==> src/rtl/video_composite_timing.sv <==
// NTSC-style composite raster timing generator: 240p by default, 480i when
// VIDEO_TIMING_INTERLACE_EN is defined. All outputs are registered and aligned with h_cnt/v_cnt.
module video_composite_timing #(
  parameter int H_TOTAL     = 1588,
  parameter int H_SYNC      = 117,
  parameter int EQ_W        = 58,
  parameter int SERR_W      = 117,
  parameter int BURST_START = 133,
  parameter int BURST_LEN   = 56,
  parameter int H_ACT_START = 250,
  parameter int H_ACTIVE    = 1280,
  parameter int V_TOTAL     = 262,
  parameter int V_ACT_START = 21,
  parameter int V_ACTIVE    = 240
) (
  input  logic        clk,
  input  logic        rst_n,
  output logic [10:0] h_cnt,
  output logic [8:0]  v_cnt,
  output logic        sync_n,
  output logic        color_burst,
  output logic        active,
  output logic        line_start,
  output logic        frame_start,
  output logic        field
);

  localparam int HALF = H_TOTAL / 2;

  if (H_ACT_START + H_ACTIVE > H_TOTAL || V_ACT_START + V_ACTIVE > V_TOTAL ||
      V_ACT_START < 9 || H_TOTAL > 2048 || V_TOTAL + 1 > 512 ||
      SERR_W > HALF || HALF + EQ_W > H_TOTAL) begin : g_param_check
    $error("video_composite_timing: illegal timing parameters");
  end

  localparam logic [10:0] H_LAST       = 11'(H_TOTAL - 1);
  localparam logic [10:0] EQ_END       = 11'(EQ_W);
  localparam logic [10:0] HALF_POS     = 11'(HALF);
  localparam logic [10:0] HALF_EQ_END  = 11'(HALF + EQ_W);
  localparam logic [10:0] SERR1_START  = 11'(HALF - SERR_W);
  localparam logic [10:0] SERR2_START  = 11'(H_TOTAL - SERR_W);
  localparam logic [10:0] HSYNC_END    = 11'(H_SYNC);
  localparam logic [10:0] BURST_S      = 11'(BURST_START);
  localparam logic [10:0] BURST_E      = 11'(BURST_START + BURST_LEN);
  localparam logic [10:0] ACT_S        = 11'(H_ACT_START);
  localparam logic [10:0] ACT_E        = 11'(H_ACT_START + H_ACTIVE);
  localparam logic [8:0]  V_LAST       = 9'(V_TOTAL - 1);
  localparam logic [8:0]  VACT_S       = 9'(V_ACT_START);
  localparam logic [8:0]  VACT_E       = 9'(V_ACT_START + V_ACTIVE);

  typedef enum logic [1:0] {
    REG_EQ,
    REG_VSYNC,
    REG_NORMAL
  } v_region_e;

  logic [10:0] h_nxt;
  logic [8:0]  v_nxt;
  logic [8:0]  v_last_line;
  logic        h_last;
  logic        v_last;
  logic        field_nxt;
  logic        running;
  logic        running_nxt;
  logic        sync_low;
  logic        suppress_eq0;
  v_region_e   region;

  // Everything is decoded from the next counter values so that the registered
  // outputs land in the same cycle as the counters they describe.
  // NOTE: every always_comb output gets a default first; a path that leaves one
  // unassigned would infer a latch.
  always_comb begin
    h_last       = (h_cnt == H_LAST);
`ifdef VIDEO_TIMING_INTERLACE_EN
    v_last_line  = field ? 9'(V_TOTAL) : V_LAST;
`else
    v_last_line  = V_LAST;
`endif
    v_last       = (v_cnt == v_last_line);
    h_nxt        = h_last ? 11'd0 : h_cnt + 11'd1;
    v_nxt        = v_cnt;
    field_nxt    = 1'b0;
    if (h_last) v_nxt = v_last ? 9'd0 : v_cnt + 9'd1;
`ifdef VIDEO_TIMING_INTERLACE_EN
    field_nxt    = (h_last && v_last) ? ~field : field;
`endif
    // Outputs stay blanked for the partial line that follows reset.
    running_nxt  = running | h_last;
    suppress_eq0 = field_nxt && (v_nxt == 9'd0);

    region = REG_NORMAL;
    if (v_nxt < 9'd3)      region = REG_EQ;
    else if (v_nxt < 9'd6) region = REG_VSYNC;
    else if (v_nxt < 9'd9) region = REG_EQ;

    sync_low = 1'b0;
    unique case (region)
      REG_EQ:     sync_low = ((h_nxt < EQ_END) && !suppress_eq0) ||
                             ((h_nxt >= HALF_POS) && (h_nxt < HALF_EQ_END));
      REG_VSYNC:  sync_low = !(((h_nxt >= SERR1_START) && (h_nxt < HALF_POS)) ||
                               (h_nxt >= SERR2_START));
      REG_NORMAL: sync_low = (h_nxt < HSYNC_END);
      default:    sync_low = 1'b0;
    endcase
  end

  // NOTE: sequential state uses non-blocking assignments only, so every
  // register samples the pre-edge values regardless of statement order.
  always_ff @(posedge clk) begin
    if (!rst_n) begin
      h_cnt       <= '0;
      v_cnt       <= '0;
      sync_n      <= 1'b1;
      color_burst <= 1'b0;
      active      <= 1'b0;
      line_start  <= 1'b0;
      frame_start <= 1'b0;
      field       <= 1'b0;
      running     <= 1'b0;
    end else begin
      h_cnt       <= h_nxt;
      v_cnt       <= v_nxt;
      field       <= field_nxt;
      running     <= running_nxt;
      sync_n      <= !(running_nxt && sync_low);
      color_burst <= running_nxt && (region == REG_NORMAL) &&
                     (h_nxt >= BURST_S) && (h_nxt < BURST_E);
      active      <= running_nxt && (h_nxt >= ACT_S) && (h_nxt < ACT_E) &&
                     (v_nxt >= VACT_S) && (v_nxt < VACT_E);
      line_start  <= (h_nxt == 11'd0);
      frame_start <= (h_nxt == 11'd0) && (v_nxt == 9'd0);
    end
  end

endmodule
==> config.mk <==
export PLATFORM = sky130hd
export DESIGN_NAME = video_composite_timing
export DESIGN_NICKNAME = d
export VERILOG_FILES = /design/src/rtl/video_composite_timing.sv
export SDC_FILE = /design/constraint.sdc
export NUM_CORES = 1
export LEC_CHECK = 0
export ABC_AREA = 1
export CAP_MARGIN = 10
export CORE_ASPECT_RATIO = 0.7
export CORE_UTILIZATION = 35
export CTS_CLUSTER_DIAMETER = 30
export DETAILED_ROUTE_END_ITERATION = 16
export GPL_ROUTABILITY_DRIVEN = 1
export PLACE_DENSITY_LB_ADDON = 0.15
export SYNTH_ARGS = -nofsm -noshare
export SYNTH_HDL_FRONTEND = slang
export SYNTH_SLANG_ARGS = --single-unit
export TNS_END_PERCENT = 20
==> constraint.sdc <==
create_clock -name clk -period 2.1 [get_ports clk]
set_input_delay 0.21 -clock clk [delete_from_list [all_inputs] [get_ports clk]]
set_output_delay 0.21 -clock clk [all_outputs]
set_load 0.02 [all_outputs]
==> metrics <==
run status=finished clean; post-synthesis async set-or-reset flop share=0; Leakage=1.29 nW; cell area after placement=2570 sq um; met1 routing resource usage after global routing=0.318; cell type of the slowest stage on the worst timing path=sky130_fd_sc_hd__dfxtp_2; Most Frequent Cell on Critical Path=sky130_fd_sc_hd__nand2_1; count of vias placed by the detailed router=2,329; starting DRC count in detailed routing=156; drt total wl=6240 um; number of synthesized flops with an enable pin=0; Int Pwr=790 uW; Overall Global Routing Usage=0.206; Peak Freq=502 MHz; worst-skew pair later-pin latency=0.28 ns; clock network fraction of total power=0.420; final antenna-violating net count=0; area of the placeable core=5730 sq um; fill cell total of the finished layout=590; Setup CP Type=reg2reg; number of unique standard cell types used by synthesis=35; clock tree skew after final layout=0.0106 ns; vias in the first global route=2,006; floorplan die width=94.2 um; number of cells produced by synthesis=347; Die Y=66.5 um; GR met2 Demand/Resource=0.298; CP Cell Sequence=ha_1 -> buf_6 -> nand2_4 -> nor3_4 -> nor2_1 -> nor2_2 -> nand2_1 -> nor2_4 -> nand3_2 -> nor2_1 -> nand2_1 -> nand3_1 -> nand2_1; biggest fanout along the worst timing path=7; leading register cell type out of synthesis=sky130_fd_sc_hd__dfxtp_1; fraction of the yosys area taken by sequential cells=0.250; number of primary I/O pins=28; Via density=4.91; worst setup margin=0.107 ns; Synth Register Bits=26; dpl ws=0.0187 ns; utilization of the core after routing=0.486; half-perimeter wire length of the detailed placement result=4850 um; area added between synthesis and finish=33.6%; buffer type at the clock tree root=sky130_fd_sc_hd__clkbuf_8; CP delay by family, top=simple AND/OR/NAND/NOR gates; tightest hold margin=0.587 ns; first-pass GRT wire length=9940 um; maximum capacitance violations=0; Port Buffers=26; post-synthesis net count=355; DIE AREA=6270 sq um; final hold violation count=0; Max VDD drop=232 uV; number of DRC violations after detailed routing=0; routed len/inst=13.2 um; cell area after layout=2780 sq um; post-layout minimum cycle time=1.99 ns; Tcrit/Tclk final=0.949; nets@finish=408; average cell area after synthesis=6.00 sq um; antenna violations before repair=0; total number of clock tree sinks=26; Warnings, synthesis=0; Sw Share=0.241; row count=23; clock transition time at the flip-flop clock pins of the worst setup and hold paths=0.11 ns; WP data required=2.28 ns; type of the most critical hold path=reg2reg; GRT busiest layer=met1; Post-Place Cells=465; share of post-route cells with drive strength above 1=0.231; worst path buffer plus inverter count=1; count of endpoints failing setup in the final report=0; M3 GR Usage=0.0365; type of origin of the critical path=flip-flop; pin count of the biggest net entering global routing=16; part of the total power dissipated in sequential elements=0.482; ratio of total power to cell area=374 nW/um^2; first-pass iteration count of the detailed router=4; critical path endpoint category=flip-flop; number of buffers added by the clock tree synthesis step=3; share of power burned in combinational logic=0.097; clock buffer depth=2; data arrival time of the critical path=2.17 ns; Initial Util=0.364; highest cell delay on the worst timing path=0.35 ns; power after layout=1.04 mW; clock tree from TritonCTS=built; synthesized area=2080 sq um; Final Max Slew Viols=0; Sum Neg Setup Slack=0 ns; number of inserted diodes=0; gp weighted congestion=0.881; Switching Power=251 uW; GRT overflow=0; total area of multi-input combinational cells=1460 sq um; final instance count without filler cells=474; H-tree levels=1; Seq. cell area=538 sq um
power by group through the flow:
stage                     Sequential [mW]  Clock (mW)  Combinational (mW)
after global routing                0.503       0.473               0.112
after detailed placement            0.516           0              0.0981
after CTS                           0.505       0.455              0.0986
after global placement              0.516           0              0.0989
final                               0.502       0.437               0.101
after floorplan                     0.527           0              0.0512
synth_stat cells, types with 2 or more instances:
cell                        n  area share
sky130_fd_sc_hd__a21oi_1    4      0.0096
sky130_fd_sc_hd__clkinv_1   2      0.0036
sky130_fd_sc_hd__dfxtp_1   26        0.25
sky130_fd_sc_hd__ha_1       6       0.036
sky130_fd_sc_hd__inv_1     41       0.074
sky130_fd_sc_hd__inv_2      4      0.0072
sky130_fd_sc_hd__nand2_1   94        0.17
sky130_fd_sc_hd__nand2_2    8       0.024
sky130_fd_sc_hd__nand3_1   30       0.072
sky130_fd_sc_hd__nand3_2    4       0.019
sky130_fd_sc_hd__nand4_1   17       0.051
sky130_fd_sc_hd__nor2_1    69        0.12
sky130_fd_sc_hd__nor2_2     7       0.021
sky130_fd_sc_hd__nor2_4     5       0.027
sky130_fd_sc_hd__nor3_1     2      0.0048
sky130_fd_sc_hd__o21ai_0    5       0.012
sky130_fd_sc_hd__o21ai_1    3      0.0072
sky130_fd_sc_hd__o21bai_1   3       0.011
tightest hold or removal path, delay by kind of cell (launching register included):
kind            cells  cell delay (ns)
compound gates      1             0.12
buf+inv             1             0.12
flops               1             0.32
registers in the layout, indices dropped and copies added (netlist names):
register,count
h_cnt,11
v_cnt,9
active,1
color_burst,1
frame_start,1
line_start,1
running,1
sync_n,1
what timing repair did:
| item | in CTS | in global routing |
|---|---|---|
| resized for setup | 0 | 38 |
| hold buffers | 0 | 0 |
| endpoints found under the setup margin | 0 | 4 |
| buffers inserted | 0 | 3 |
| hold endpoints to repair | 0 | 0 |
cell type report:
type | count | area share
Multi-Input combinational cell | 272 | 0.524
Clock buffer | 3 | 0.0148
Sequential cell | 26 | 0.193
Timing Repair Buffer | 50 | 0.160
Clock inverter | 1 | 0.0108
Tap cell | 75 | 0.0337
Inverter | 47 | 0.0634
layout by cell type (no fill, tap or decap), types with 2 or more instances in the layout:
cell type	instances
sky130_fd_sc_hd__clkbuf_8	3
sky130_fd_sc_hd__nand3_4	2
sky130_fd_sc_hd__clkdlybuf4s50_1	26
sky130_fd_sc_hd__nand3_1	29
sky130_fd_sc_hd__nand3_2	4
sky130_fd_sc_hd__nand2_2	12
sky130_fd_sc_hd__inv_1	41
sky130_fd_sc_hd__o21ai_0	5
sky130_fd_sc_hd__o21ai_2	3
sky130_fd_sc_hd__dfxtp_4	2
sky130_fd_sc_hd__ha_1	5
sky130_fd_sc_hd__dfxtp_2	8
sky130_fd_sc_hd__nor2_4	9
sky130_fd_sc_hd__nor2_2	13
sky130_fd_sc_hd__nor2_1	60
sky130_fd_sc_hd__nand2_4	3
sky130_fd_sc_hd__nand4_1	17
sky130_fd_sc_hd__nand2_1	89
sky130_fd_sc_hd__o21bai_1	3
sky130_fd_sc_hd__inv_2	5
sky130_fd_sc_hd__a21oi_1	4
sky130_fd_sc_hd__dfxtp_1	16
sky130_fd_sc_hd__buf_4	23
sky130_fd_sc_hd__nor3_1	2
path summary, 6_finish.rpt:
kind              startpoint      end  slack (ns)  cells past startpoint
setup / recovery    h_cnt[1]   sync_n        0.11                     13
setup reg to reg    h_cnt[1]   sync_n        0.11                     13
hold / removal       running  running        0.59                      2
hold reg to reg      running  running        0.59                      2
cells by family after synthesis:
family,after synthesis,synth area share
xor gates and xnor gates,1,0.00421
DFF,26,0.250
other,1,0.00180
AOI/OAI and AO/OA,20,0.0589
adders and majority gates,6,0.0361
and+or+nand+nor,242,0.551
buffers and inverters,51,0.0980
metal layers:
metal	wire length, um	vias up	share of wire
li1	-	1213	-
met1	3280	1046	0.53
met2	2500	66	0.40
met3	405	4	0.065
met4	52	0	0.0083
met5	0	-	0
No activity file was read; power rests on OpenSTA's default activity.
